==> config.mk <==
export PLATFORM = sky130hd
export DESIGN_NAME = axis_ps2_tx_flat
export DESIGN_NICKNAME = d
export VERILOG_FILES = /design/src/rtl/axis_ps2_tx_if.sv /design/src/rtl/axis_ps2_tx.sv /design/src/flat_wrapper.sv
export SDC_FILE = /design/constraint.sdc
export NUM_CORES = 1
export LEC_CHECK = 0
export CORE_UTILIZATION = 50
export CTS_CLUSTER_SIZE = 8
export DETAILED_ROUTE_END_ITERATION = 10
export PLACE_DENSITY = 0.69
export REMOVE_ABC_BUFFERS = 1
export SLEW_MARGIN = 5
export SYNTH_ARGS = -nofsm -noshare
export SYNTH_HDL_FRONTEND = slang
export SYNTH_SLANG_ARGS = --single-unit
==> constraint.sdc <==
create_clock -name clk_i -period 2.7 [get_ports clk_i]
set_input_delay 0.675 -clock clk_i [delete_from_list [all_inputs] [get_ports clk_i]]
set_output_delay 0.675 -clock clk_i [all_outputs]
set_load 0.005 [all_outputs]
==> src/rtl/axis_ps2_tx_if.sv <==
// AXI-stream byte channel feeding the PS/2 host-to-device transmitter.
interface axis_ps2_tx_if;
   logic       tvalid;
   logic       tready;
   logic [7:0] tdata;

   modport master (output tvalid, output tdata, input tready);
   modport slave  (input tvalid, input tdata, output tready);
endinterface

==> src/rtl/axis_ps2_tx.sv <==
// PS/2 host-to-device frame transmitter with an AXI-stream byte input and open-drain pin enables.
// Optional PS2_TX_FILTER_EN adds an 8-sample stability filter on the synced PS/2 clock.
module axis_ps2_tx #(
   parameter int unsigned INHIBIT_CYCLES = 6000,
   parameter int unsigned TIMEOUT_CYCLES = 1000000
) (
   input  logic         clk_i,
   input  logic         rst_i,
   axis_ps2_tx_if.slave s_axis,
   input  logic         ps2_clk_i,
   input  logic         ps2_data_i,
   output logic         ps2_clk_oe_o,
   output logic         ps2_data_oe_o,
   output logic         busy_o,
   output logic         done_o,
   output logic         err_o
);

   localparam int unsigned INH_W = $clog2(INHIBIT_CYCLES + 1);
   localparam int unsigned WDG_W = $clog2(TIMEOUT_CYCLES + 1);
   localparam logic [INH_W-1:0] INH_LAST = INH_W'(INHIBIT_CYCLES - 1);
   localparam logic [INH_W-1:0] INH_PRE  = INH_W'(INHIBIT_CYCLES - 2);
   localparam logic [WDG_W-1:0] WDG_MAX  = WDG_W'(TIMEOUT_CYCLES);

   typedef enum logic [2:0] {IDLE, INHIBIT, REQ, XFER, WAIT_REL} state_t;

   logic clk_meta, clk_sync, data_meta, data_sync;
   logic clk_lvl, clk_prev, fall;

   always_ff @(posedge clk_i or posedge rst_i) begin
      if (rst_i) begin
         {clk_meta, clk_sync, data_meta, data_sync} <= '0;
      end else begin
         clk_meta  <= ps2_clk_i;
         clk_sync  <= clk_meta;
         data_meta <= ps2_data_i;
         data_sync <= data_meta;
      end
   end

`ifdef PS2_TX_FILTER_EN
   logic [2:0] stab_cnt;

   // Level follows the synced clock only after 8 consecutive differing samples.
   always_ff @(posedge clk_i or posedge rst_i) begin
      if (rst_i) begin
         clk_lvl  <= 1'b0;
         stab_cnt <= '0;
      end else if (clk_sync == clk_lvl) begin
         stab_cnt <= '0;
      end else if (stab_cnt == 3'd7) begin
         clk_lvl  <= clk_sync;
         stab_cnt <= '0;
      end else begin
         stab_cnt <= stab_cnt + 3'd1;
      end
   end
`else
   assign clk_lvl = clk_sync;
`endif

   always_ff @(posedge clk_i or posedge rst_i) begin
      if (rst_i) clk_prev <= 1'b0;
      else       clk_prev <= clk_lvl;
   end

   assign fall = clk_prev & ~clk_lvl;

   state_t           state;
   logic [7:0]       data_q;
   logic             parity_q;
   logic [3:0]       bit_cnt;
   logic [INH_W-1:0] inh_cnt;
   logic [WDG_W-1:0] wdog;
   logic             tready_q;

   assign s_axis.tready = tready_q;

   always_ff @(posedge clk_i or posedge rst_i) begin
      if (rst_i) begin
         state         <= IDLE;
         data_q        <= '0;
         parity_q      <= 1'b0;
         bit_cnt       <= '0;
         inh_cnt       <= '0;
         wdog          <= '0;
         tready_q      <= 1'b0;
         ps2_clk_oe_o  <= 1'b0;
         ps2_data_oe_o <= 1'b0;
         busy_o        <= 1'b0;
         done_o        <= 1'b0;
         err_o         <= 1'b0;
      end else begin
         done_o <= 1'b0;
         err_o  <= 1'b0;
         case (state)
            IDLE: begin
               tready_q <= 1'b1;
               if (s_axis.tvalid && tready_q) begin
                  data_q        <= s_axis.tdata;
                  parity_q      <= ~^s_axis.tdata;
                  bit_cnt       <= '0;
                  inh_cnt       <= '0;
                  tready_q      <= 1'b0;
                  busy_o        <= 1'b1;
                  ps2_clk_oe_o  <= 1'b1;
                  ps2_data_oe_o <= (INHIBIT_CYCLES == 1);
                  state         <= INHIBIT;
               end
            end
            INHIBIT: begin
               inh_cnt <= inh_cnt + INH_W'(1);
               // Start bit is pulled one cycle early so it overlaps the last inhibit cycle.
               if (inh_cnt == INH_PRE) ps2_data_oe_o <= 1'b1;
               if (inh_cnt == INH_LAST) begin
                  ps2_clk_oe_o  <= 1'b0;
                  ps2_data_oe_o <= 1'b1;
                  state         <= REQ;
               end
            end
            REQ: begin
               wdog  <= '0;
               state <= XFER;
            end
            XFER: begin
               if (fall) begin
                  wdog    <= '0;
                  bit_cnt <= bit_cnt + 4'd1;
                  if (bit_cnt < 4'd8) begin
                     ps2_data_oe_o <= ~data_q[bit_cnt[2:0]];
                  end else if (bit_cnt == 4'd8) begin
                     ps2_data_oe_o <= ~parity_q;
                  end else if (bit_cnt == 4'd9) begin
                     ps2_data_oe_o <= 1'b0;
                  end else begin
                     done_o <= ~data_sync;
                     err_o  <= data_sync;
                     state  <= WAIT_REL;
                  end
               end else if (wdog == WDG_MAX) begin
                  ps2_clk_oe_o  <= 1'b0;
                  ps2_data_oe_o <= 1'b0;
                  err_o         <= 1'b1;
                  state         <= WAIT_REL;
               end else begin
                  wdog <= wdog + WDG_W'(1);
               end
            end
            WAIT_REL: begin
               ps2_clk_oe_o  <= 1'b0;
               ps2_data_oe_o <= 1'b0;
               if (clk_sync && data_sync) begin
                  busy_o   <= 1'b0;
                  tready_q <= 1'b1;
                  state    <= IDLE;
               end
            end
            default: state <= IDLE;
         endcase
      end
   end

endmodule
==> src/flat_wrapper.sv <==
// flat-port wrapper written by rule: the top's interface ports become plain ports
module axis_ps2_tx_flat 
#(
   parameter int unsigned INHIBIT_CYCLES = 6000,
   parameter int unsigned TIMEOUT_CYCLES = 1000000
)
  (clk_i, rst_i, ps2_clk_i, ps2_data_i, ps2_clk_oe_o, ps2_data_oe_o, busy_o, done_o, err_o, s_axis_tvalid, s_axis_tdata, s_axis_tready);
  axis_ps2_tx_if s_axis_i ();
  input  logic clk_i;
  input  logic rst_i;
  input  logic ps2_clk_i;
  input  logic ps2_data_i;
  output logic ps2_clk_oe_o;
  output logic ps2_data_oe_o;
  output logic busy_o;
  output logic done_o;
  output logic err_o;
  input wire logic [$bits(s_axis_i.tvalid)-1:0] s_axis_tvalid;
  input wire logic [$bits(s_axis_i.tdata)-1:0] s_axis_tdata;
  output wire logic [$bits(s_axis_i.tready)-1:0] s_axis_tready;
  assign s_axis_i.tvalid = s_axis_tvalid;
  assign s_axis_i.tdata = s_axis_tdata;
  assign s_axis_tready = s_axis_i.tready;
  axis_ps2_tx #(.INHIBIT_CYCLES(INHIBIT_CYCLES), .TIMEOUT_CYCLES(TIMEOUT_CYCLES)) u_core (.clk_i(clk_i), .rst_i(rst_i), .s_axis(s_axis_i), .ps2_clk_i(ps2_clk_i), .ps2_data_i(ps2_data_i), .ps2_clk_oe_o(ps2_clk_oe_o), .ps2_data_oe_o(ps2_data_oe_o), .busy_o(busy_o), .done_o(done_o), .err_o(err_o));
endmodule
### Word level (Yosys, flattened, before mapping)

Cells that the tools add are included.

| storage, ports and cells | value |
|---|---|
| register bits | 60 |
| input bits | 13 |

| operators by class | value |
|---|---|
| $add $sub $neg | 3 |
| $lt $le $gt $ge | 2 |
| eq/ne operators | 22 |
| multiplexer cells | 48 |
| bitwise gates (word level) | 5 |
| reductions and logical operators | 18 |

Operator list:

| kind | number |
|---|---|
| $mux W20 | 2 |
| $pmux W20 S2 | 1 |
| $eq A13 B13 Y1 const B | 2 |
| $mux W1 | 26 |
| $pmux W13 S2 | 1 |
| $mux W3 | 8 |
| $add A20 B1 Y20 const B | 1 |
| $eq A20 B20 Y1 const B | 1 |
| $pmux W3 S5 | 1 |
| $add A13 B1 Y13 const B | 1 |
| $mux W13 | 1 |
| $ne A2 B1 Y1 const B | 5 |
| $reduce_and A5 Y1 | 2 |
| $ne A3 B3 Y1 const B | 3 |
| $eq A4 B4 Y1 const B | 2 |
| $mux W4 | 2 |
| $pmux W1 S4 | 2 |
| $pmux W4 S2 | 1 |
| $reduce_and A2 Y1 | 4 |
| $reduce_bool A2 Y1 | 4 |
| $reduce_xnor A8 Y1 | 1 |
| $reduce_and A7 Y1 | 1 |
| $eq A3 B2 Y1 const B | 2 |
| $ne A3 B1 Y1 const B | 2 |
| other kinds (16) | 22 |

### Longest topological paths before layout

Gate-level depths: netlist of run 1.

| depth | value |
|---|---|
| word-level depth | 6 |
| gate-level depth with buffers | 7 |
| gate-level depth less buffers | 7 |

### Worst setup path before layout of run 1

No wires, ideal clock.

| path | value |
|---|---|
| path type | register to register |
| from | register u_core.bit_cnt[1] |
| to | register u_core.ps2_data_oe_o |
| setup time | 0.126 ns |
| arrival | 1.711 ns |
| data required time | 2.574 ns |
| slack | 0.863 ns |
| stages on the path, launching flop included | 8 |
| buffers on the path | 0 |
| period minus slack after synthesis | 1.837 ns |
| path through | dfrtp_1 -> inv_1 -> ha_1 -> o21ba_2 -> o2111ai_1 -> nand2_1 -> a311o_2 -> o32a_1 |

| on the way | value |
|---|---|
| word-level cells in the longest chain between the ends | 6 |
| elaborated cells between the ends (all ways) | 12 |
| classes of those cells | order compare: 1; eq/ne: 3; mux: 6; bitwise: 1; reduce/logical: 1 |

Ends and longest elaborated chain:

| element | line | text |
|---|---|---|
| start, declared | axis_ps2_tx.sv:72 | `logic [3:0] bit_cnt;` |
| start signal, assigned | axis_ps2_tx.sv:128 | `bit_cnt <= bit_cnt + 4'd1;` |
| $bmux W1 S3 | axis_ps2_tx.sv:130 | `ps2_data_oe_o <= ~data_q[bit_cnt[2:0]];` |
| $mux W1 (not written as such) | axis_ps2_tx.sv:130 |  |
| $not A1 Y1 | axis_ps2_tx.sv:130 |  |
| $mux W1 | axis_ps2_tx.sv:129 | `if (bit_cnt < 4'd8) begin` |
| $mux W1 | axis_ps2_tx.sv:126 | `if (fall) begin` |
| $pmux W1 S4 | axis_ps2_tx.sv:96 | `case (state)` |
| end signal, assigned | axis_ps2_tx.sv:107 | `ps2_data_oe_o <= (INHIBIT_CYCLES == 1);` |
| end signal, assigned | axis_ps2_tx.sv:130 |  |
| end signal, assigned | axis_ps2_tx.sv:132 | `ps2_data_oe_o <= ~parity_q;` |
| end, declared | axis_ps2_tx.sv:13 | `output logic ps2_data_oe_o,` |

Several ways; a longest one is shown, not always the timed one. The select of a mux whose other input is x is not followed.
A chain may end at the register's enable or synchronous reset.

### Worst setup path in the final report of run 1

| path | value |
|---|---|
| from | register u_core.bit_cnt[0] |
| to | register u_core.ps2_data_oe_o |

Same word-level chain as after synthesis.

==> flow_metrics.py, run 1 <==
metrics = {
    "finish": {
        "diodes": 0,
        "area_delta_synth_final_pct": 15.0,
        "finalNonFillerCells": 423,
        "final_layout_size_suffix_gt1_share_pct": 9.20,
        "layout_commonest_cell": "dfrtp_1",
        "design_area_um2": 3540,
        "most-common-layout-cells": "dfrtp_1 (60), nand2_1 (55), nor2_1 (32)",
        "fin_nets": 362,
    },
    "drt": {
        "vias_per_cell": 5.66,
        "num_vias": 2393,
        "drtIter0Drc": 118,
        "drt-total-wl_um": 6050,
        "post_drt_wl_per_cell_um": 14.3,
        "final_antenna_net_count": 0,
        "drc_errors": 0,
        "drt_first_pass_iters": 4,
    },
    "floorplanning": {
        "rows": 28,
        "pin_count": 19,
        "dieArea_um2": 6480,
        "start_util_pct": 52.0,
        "die_w_um": 80.5,
        "core_um2": 5920,
        "die_h_um": 80.5,
    },
    "clock_tree": {
        "cts_resized": 0,
        "clock_latency_ns": 0.34,
        "htreeDepth": 3,
        "cts_tree": "done",
        "numCtsBuffers": 9,
        "clkSinkCount": 60,
        "cts_buffer_depth": 2,
        "clk_pin_slew_ns": 0.07,
        "holdBufCountCts": 0,
        "postCtsSetupRepairBufs": 0,
        "ctsRootBufferMaster": "clkbuf_8",
    },
    "worst_setup_path": {
        "cp-start-kind": "register",
        "end_kind": "register",
        "worstPathArrival_ns": 2.33,
        "crit_chain": "ha_1, o21ba_2, o2111ai_1, nand2_1, a311o_2, o32a_1",
        "cp.required_ns": 2.92,
        "r2r_cells": 6,
        "critPathMaxFanout": 8,
        "reg2reg_slack_ns": 0.58,
        "cpMaxStageDelayCell": "dfrtp_1",
        "reg2reg_to": "u_core.ps2_data_oe_o$_DFFE_PP0P_",
        "timing.rr.start": "u_core.bit_cnt[0]$_DFFE_PP0P_",
        "crit_type": "register to register",
        "slowest_delay_ns": 0.54,
    },
    "synth": {
        "synth_xor_area_share_pct": 4.83,
        "async_flop_share_pct": 100,
        "synth-compound-area-share_pct": 15.2,
        "synthMuxAreaShare_pct": 3.13,
        "synth_cells": 323,
        "ys_warn_count": 0,
        "synth_area_um2": 3080,
        "ys_seq_area_share_pct": 48.7,
        "synthSimpleGateAreaFrac_pct": 22.8,
        "synthAdderAreaFrac_pct": 2.44,
        "synth_top_family_by_area": "simple AND/OR/NAND/NOR gates",
        "syn-mean-instance-area_um2": 9.54,
        "ys.flop_type": "dfrtp_1",
        "synth-edff-count": 0,
        "netlist-cell-type-count": 52,
        "ys_seq_elements": 60,
    },
    "power": {
        "leakage_nw": 1.55,
        "pwr-share-comb_pct": 30.9,
        "powerDensity_nw_per_um2": 873,
        "p_int_mw": 1.98,
        "ir_worst_vdd_v": 0.000487,
        "sw_frac_of_total_pct": 35.9,
        "p_sw_mw": 1.11,
        "clockPowerShare_pct": 26.0,
        "power_frac_seq_pct": 43.1,
    },
    "sta": {
        "skew_ns": 0.00714,
        "worst_pin_slew_ns": 0.714,
        "setup-violations-final": 0,
        "max_freq_mhz": 472,
        "period_share_pct": 78.4,
        "finalCriticalPeriod_ns": 2.12,
        "relSlewSlack_pct": 52.4,
        "finalHoldViolations": 0,
        "rsz0062_at_grt": "false",
        "setup_tns_ns": 0,
        "slew_violations": 0,
    },
    "hold_path": {
        "min_from": "u_core.clk_meta$_DFF_PP0_",
        "holdPathEnd": "u_core.clk_lvl$_DFF_PP0_",
        "hold_class": "register to register",
        "worstHoldPathCells": 0,
    },
    "grt": {
        "grt.total_usage_pct": 21.8,
        "grt_max_degree": 39,
        "grt_pass1_wl_um": 10800,
        "grt_pass1_vias": 2330,
        "antenna_found_initial": 0,
        "globalRouteOverflowTotal": 0,
    },
    "place": {
        "dpl-instance-area_um2": 3340,
        "dp.cells": 407,
        "portBuffers": 18,
        "dpl.hpwl_um": 4170,
        "routabilityCongestion": 0.835,
    },
    "job": {
        "maxCapViolations": 0,
    },
    "run_status": {
        "status": "finished, final reports clean",
    },
}
metrics by stage:
stage	utilization (%)	hold slack, ns	setup WS (ns)	total power [mW]
floorplan	-	0.331	0.540	1.99
global route	59.8	0.357	0.430	3.31
CTS	59.8	0.356	0.581	3.11
finish	59.8	0.354	0.583	3.09
detailed placement	56.4	0.340	0.370	2.30
global placement	56.4	0.336	0.400	2.28
metal layers:
| metal | GRT usage [%] | share of wire [%] |
|---|---|---|
| met1 | 30.8 | 50 |
| met2 | 31.9 | 45 |
| met3 | 4.20 | 3.4 |
| met4 | 10.4 | 1.7 |
| met5 | 0 | 0 |
Yosys cell counts, types with 3 or more instances:
master / n / share of area (%)
dfrtp_1: 60 / 49
nand2_1: 55 / 6.7
nor2_1: 32 / 3.9
o21ai_0: 27 / 4.4
nand3_1: 13 / 2.1
inv_1: 10 / 1.2
xor2_1: 10 / 2.8
clkbuf_1: 9 / 1.1
a21oi_1: 8 / 1.3
nand4_1: 8 / 1.6
xnor2_1: 7 / 2.0
ha_1: 6 / 2.4
o31ai_1: 6 / 1.5
a31oi_1: 5 / 1.0
and3_1: 4 / 0.81
mux2i_1: 4 / 1.3
or3_1: 4 / 0.81
buf_2: 3 / 0.49
nor2b_1: 3 / 0.61
nor4b_1: 3 / 0.85
o211ai_1: 3 / 0.73
o22ai_1: 3 / 0.61
area by class of cell:
class	instances	area [um2]
Multi-Input combinational cell	241	1490
Tap cell	75	93.8
Sequential cell	60	1500
Clock inverter	6	63.8
Timing Repair Buffer	21	215
Inverter	10	37.5
Fill cell	506	2380
Clock buffer	10	138
state kept, by name, indices dropped and copies added (netlist names), 3 cells and up:
name / flops
u_core.state: 3
u_core.bit_cnt: 4
u_core.data_q: 8
u_core.inh_cnt: 13
u_core.wdog: 20
power groups by stage:
stage	logic [mW]	clock network [mW]	registers (mW)
3_5_place_dp	0.959	0	1.34
4_1_cts	0.962	0.820	1.33
3_3_place_gp	0.941	0	1.34
2_1_floorplan	0.710	0	1.28
6_report	0.956	0.804	1.33
5_1_grt	1.09	0.852	1.37
critical path: cells and delay by family, from the launching register on:
kind                       cells  cell delay (ns)
and+or+nand+nor                1             0.14
AOI/OAI and AO/OA              4             1.12
DFF                            1             0.54
adders and majority gates      1             0.20
worst max path at each step:
stage               slack, ns  depth (start not counted)                                to                     startpoint
finish                   0.58                          6  u_core.ps2_data_oe_o$_DFFE_PP0P_  u_core.bit_cnt[0]$_DFFE_PP0P_
global route             0.43                          6  u_core.ps2_data_oe_o$_DFFE_PP0P_  u_core.bit_cnt[0]$_DFFE_PP0P_
CTS                      0.58                          6  u_core.ps2_data_oe_o$_DFFE_PP0P_  u_core.bit_cnt[0]$_DFFE_PP0P_
detailed placement       0.37                          5     u_core.bit_cnt[0]$_DFFE_PP0P_                  s_axis_tvalid
global placement         0.40                          5     u_core.bit_cnt[0]$_DFFE_PP0P_                  s_axis_tvalid
floorplan                0.54                          1     u_core.bit_cnt[0]$_DFFE_PP0P_                          rst_i
cells by family after synthesis:
family	after synthesis
buffers and inverters	22
DFF	60
muxes	7
xor gates and xnor gates	17
AOI/OAI and AO/OA	71
adders and majority gates	6
and+or+nand+nor	140
Power figures use the tool's default switching activity.
==> run 2: changes to the inputs <==
==> constraint.sdc (replaced) <==
create_clock -name clk_i -period 2.1 [get_ports clk_i]
set_input_delay 0.525 -clock clk_i [delete_from_list [all_inputs] [get_ports clk_i]]
set_output_delay 0.525 -clock clk_i [all_outputs]
set_load 0.005 [all_outputs]
==> flow_metrics.py, run 2 (synthesis gave the netlist of run 1 again) <==
metrics = {
    "run_status": {
        "status": "finished, final reports clean",
    },
    "power": {
        "sw_frac_of_total_pct": 36.1,
        "p_sw_mw": 1.49,
        "pwr-share-comb_pct": 34.2,
        "finalPower_mw": 4.12,
        "clockPowerShare_pct": 25.0,
        "p_int_mw": 2.63,
        "leakage_nw": 1.64,
        "power_frac_seq_pct": 40.8,
        "ir_worst_vdd_v": 0.000630,
        "powerDensity_nw_per_um2": 1120,
    },
    "finish": {
        "finalNonFillerCells": 437,
        "diodes": 0,
        "layout_commonest_cell": "dfrtp_1",
        "design_area_um2": 3660,
        "reg_top3": "u_core.wdog (20), u_core.inh_cnt (13), u_core.data_q (8)",
        "final_layout_size_suffix_gt1_share_pct": 13.3,
        "fin_nets": 376,
        "largest_reg_flops": 20,
        "largest-register": "u_core.wdog",
        "area_delta_synth_final_pct": 18.9,
        "most-common-layout-cells": "dfrtp_1 (59), nand2_1 (55), nor2_1 (32)",
    },
    "grt": {
        "grt_max_degree": 61,
        "grt_pass1_wl_um": 11000,
        "antenna_found_initial": 0,
        "grt_pass1_vias": 2361,
        "grt.total_usage_pct": 22.5,
        "globalRouteOverflowTotal": 0,
    },
    "floorplanning": {
        "rows": 28,
        "die_h_um": 80.5,
        "start_util_pct": 52.0,
        "pin_count": 19,
        "core_um2": 5920,
        "dieArea_um2": 6480,
        "die_w_um": 80.5,
    },
    "drt": {
        "drc_errors": 0,
        "final_antenna_net_count": 0,
        "drt_first_pass_iters": 4,
        "post_drt_wl_per_cell_um": 14.6,
        "drt-total-wl_um": 6390,
        "drtIter0Drc": 140,
        "vias_per_cell": 5.63,
        "num_vias": 2461,
    },
    "clock_tree": {
        "clk_pin_slew_ns": 0.07,
        "clock_latency_ns": 0.34,
        "cts_buffer_depth": 2,
        "cts_resized": 0,
        "holdBufCountCts": 0,
        "cts_tree": "done",
        "ctsRootBufferMaster": "clkbuf_8",
        "htreeDepth": 3,
        "numCtsBuffers": 9,
        "postCtsSetupRepairBufs": 0,
        "clkSinkCount": 60,
    },
    "place": {
        "dpl-instance-area_um2": 3450,
        "dp.cells": 421,
        "dpl.hpwl_um": 4380,
        "portBuffers": 18,
        "routabilityCongestion": 0.827,
        "dp_slack_ns": -0.0210,
    },
    "sta": {
        "slew_violations": 0,
        "fin_ws_ns": 0.141,
        "relSlewSlack_pct": 71.4,
        "skew_ns": 0.00862,
        "setup_tns_ns": 0,
        "worst_pin_slew_ns": 0.426,
        "finalCriticalPeriod_ns": 1.96,
        "period_share_pct": 93.3,
        "max_freq_mhz": 510,
        "setup-violations-final": 0,
        "rsz0062_at_grt": "false",
        "finalHoldViolations": 0,
    },
    "worst_setup_path": {
        "cp-start-kind": "register",
        "cp.required_ns": 2.33,
        "critPathMaxFanout": 4,
        "worstPathArrival_ns": 2.19,
        "crit_type": "register to register",
        "end_kind": "register",
    },
    "job": {
        "maxCapViolations": 0,
    },
    "hold_path": {
        "hold_class": "register to register",
    },
}
==> run 2: cell types whose count changed in the layout (fill, tap and decap cells not counted) <==
cell      change
nor4b_2       +1
inv_6         +1
buf_4        +14
dfrtp_1       -1
nor4_4        +1
nor4_2        -1
clkinv_4      +1
nor4b_1       -1
dfrtp_2       +1
clkbuf_8      -1
clkinv_2      -1
==> run 2: layout make-up <==
| class | instances | area, um2 |
|---|---|---|
| repair buffers | 35 | 320 |
| well taps | 75 | 93.8 |
| clock inverters | 7 | 76.3 |
| multi-input cells | 241 | 1510 |
| flip-flops and latches | 60 | 1500 |
| clock buffers | 9 | 124 |
| inverters | 10 | 37.5 |
| fillers | 513 | 2260 |
==> run 2: worst paths after layout <==
| check | to | start | depth (start not counted) | slack (ns) |
|---|---|---|---|---|
| max reg2reg | u_core.ps2_clk_oe_o$_DFFE_PP0P_ | u_core.wdog[0]$_DFFE_PP0P_ | 7 | 0.14 |
| min in group asynchronous | u_core.inh_cnt[11]$_DFFE_PP0P_ | rst_i | 3 | 0.56 |
| max in group asynchronous | u_core.bit_cnt[0]$_DFFE_PP0P_ | rst_i | 3 | 1.26 |
| max | u_core.ps2_clk_oe_o$_DFFE_PP0P_ | u_core.wdog[0]$_DFFE_PP0P_ | 7 | 0.14 |
| min | u_core.clk_lvl$_DFF_PP0_ | u_core.clk_meta$_DFF_PP0_ | 0 | 0.35 |
| min reg2reg | u_core.clk_lvl$_DFF_PP0_ | u_core.clk_meta$_DFF_PP0_ | 0 | 0.35 |
==> run 2: critical path, stage by stage (launching register included) <==
cell and delay (ns):
dfrtp_1 0.38, inv_1 0.07, ha_1 0.16, nor4b_2 0.24
nand4_1 0.16, or2_2 0.36, a211o_1 0.32, a21o_1 0.17
==> run 2: power groups by stage <==
stage	registers, mW	logic, mW	clock network (mW)
floorplan	1.65	0.913	0
global placement	1.68	1.35	0
detailed placement	1.69	1.39	0
CTS	1.68	1.41	1.06
global route	1.72	1.58	1.11
finish	1.68	1.41	1.03
==> run 2: metal layers <==
layer	up-vias	global-route usage [%]	wire length [um]
li1	1219	-	-
met1	1183	30.2	3050
met2	53	34.9	3010
met3	6	6.82	264
met4	0	6.96	65
met5	-	0	0
==> run 2: through the flow <==
stage | util [%] | hold slack, ns
detailed placement | 58.2 | 0.342
global placement | 58.2 | 0.333
global route | 61.9 | 0.371
CTS | 61.6 | 0.359
finish | 61.9 | 0.354
floorplan | - | 0.331
==> run 3: changes to the inputs <==
--- a/config.mk
+++ b/config.mk
@@ -6,8 +6,8 @@
 export NUM_CORES = 1
 export LEC_CHECK = 0
 export CORE_UTILIZATION = 50
-export CTS_CLUSTER_SIZE = 8
 export DETAILED_ROUTE_END_ITERATION = 10
+export HOLD_SLACK_MARGIN = 0.12
 export PLACE_DENSITY = 0.69
 export REMOVE_ABC_BUFFERS = 1
 export SLEW_MARGIN = 5
==> results of run 3 <==
The final DEF is identical to that of run 2; final timing and power are the same.
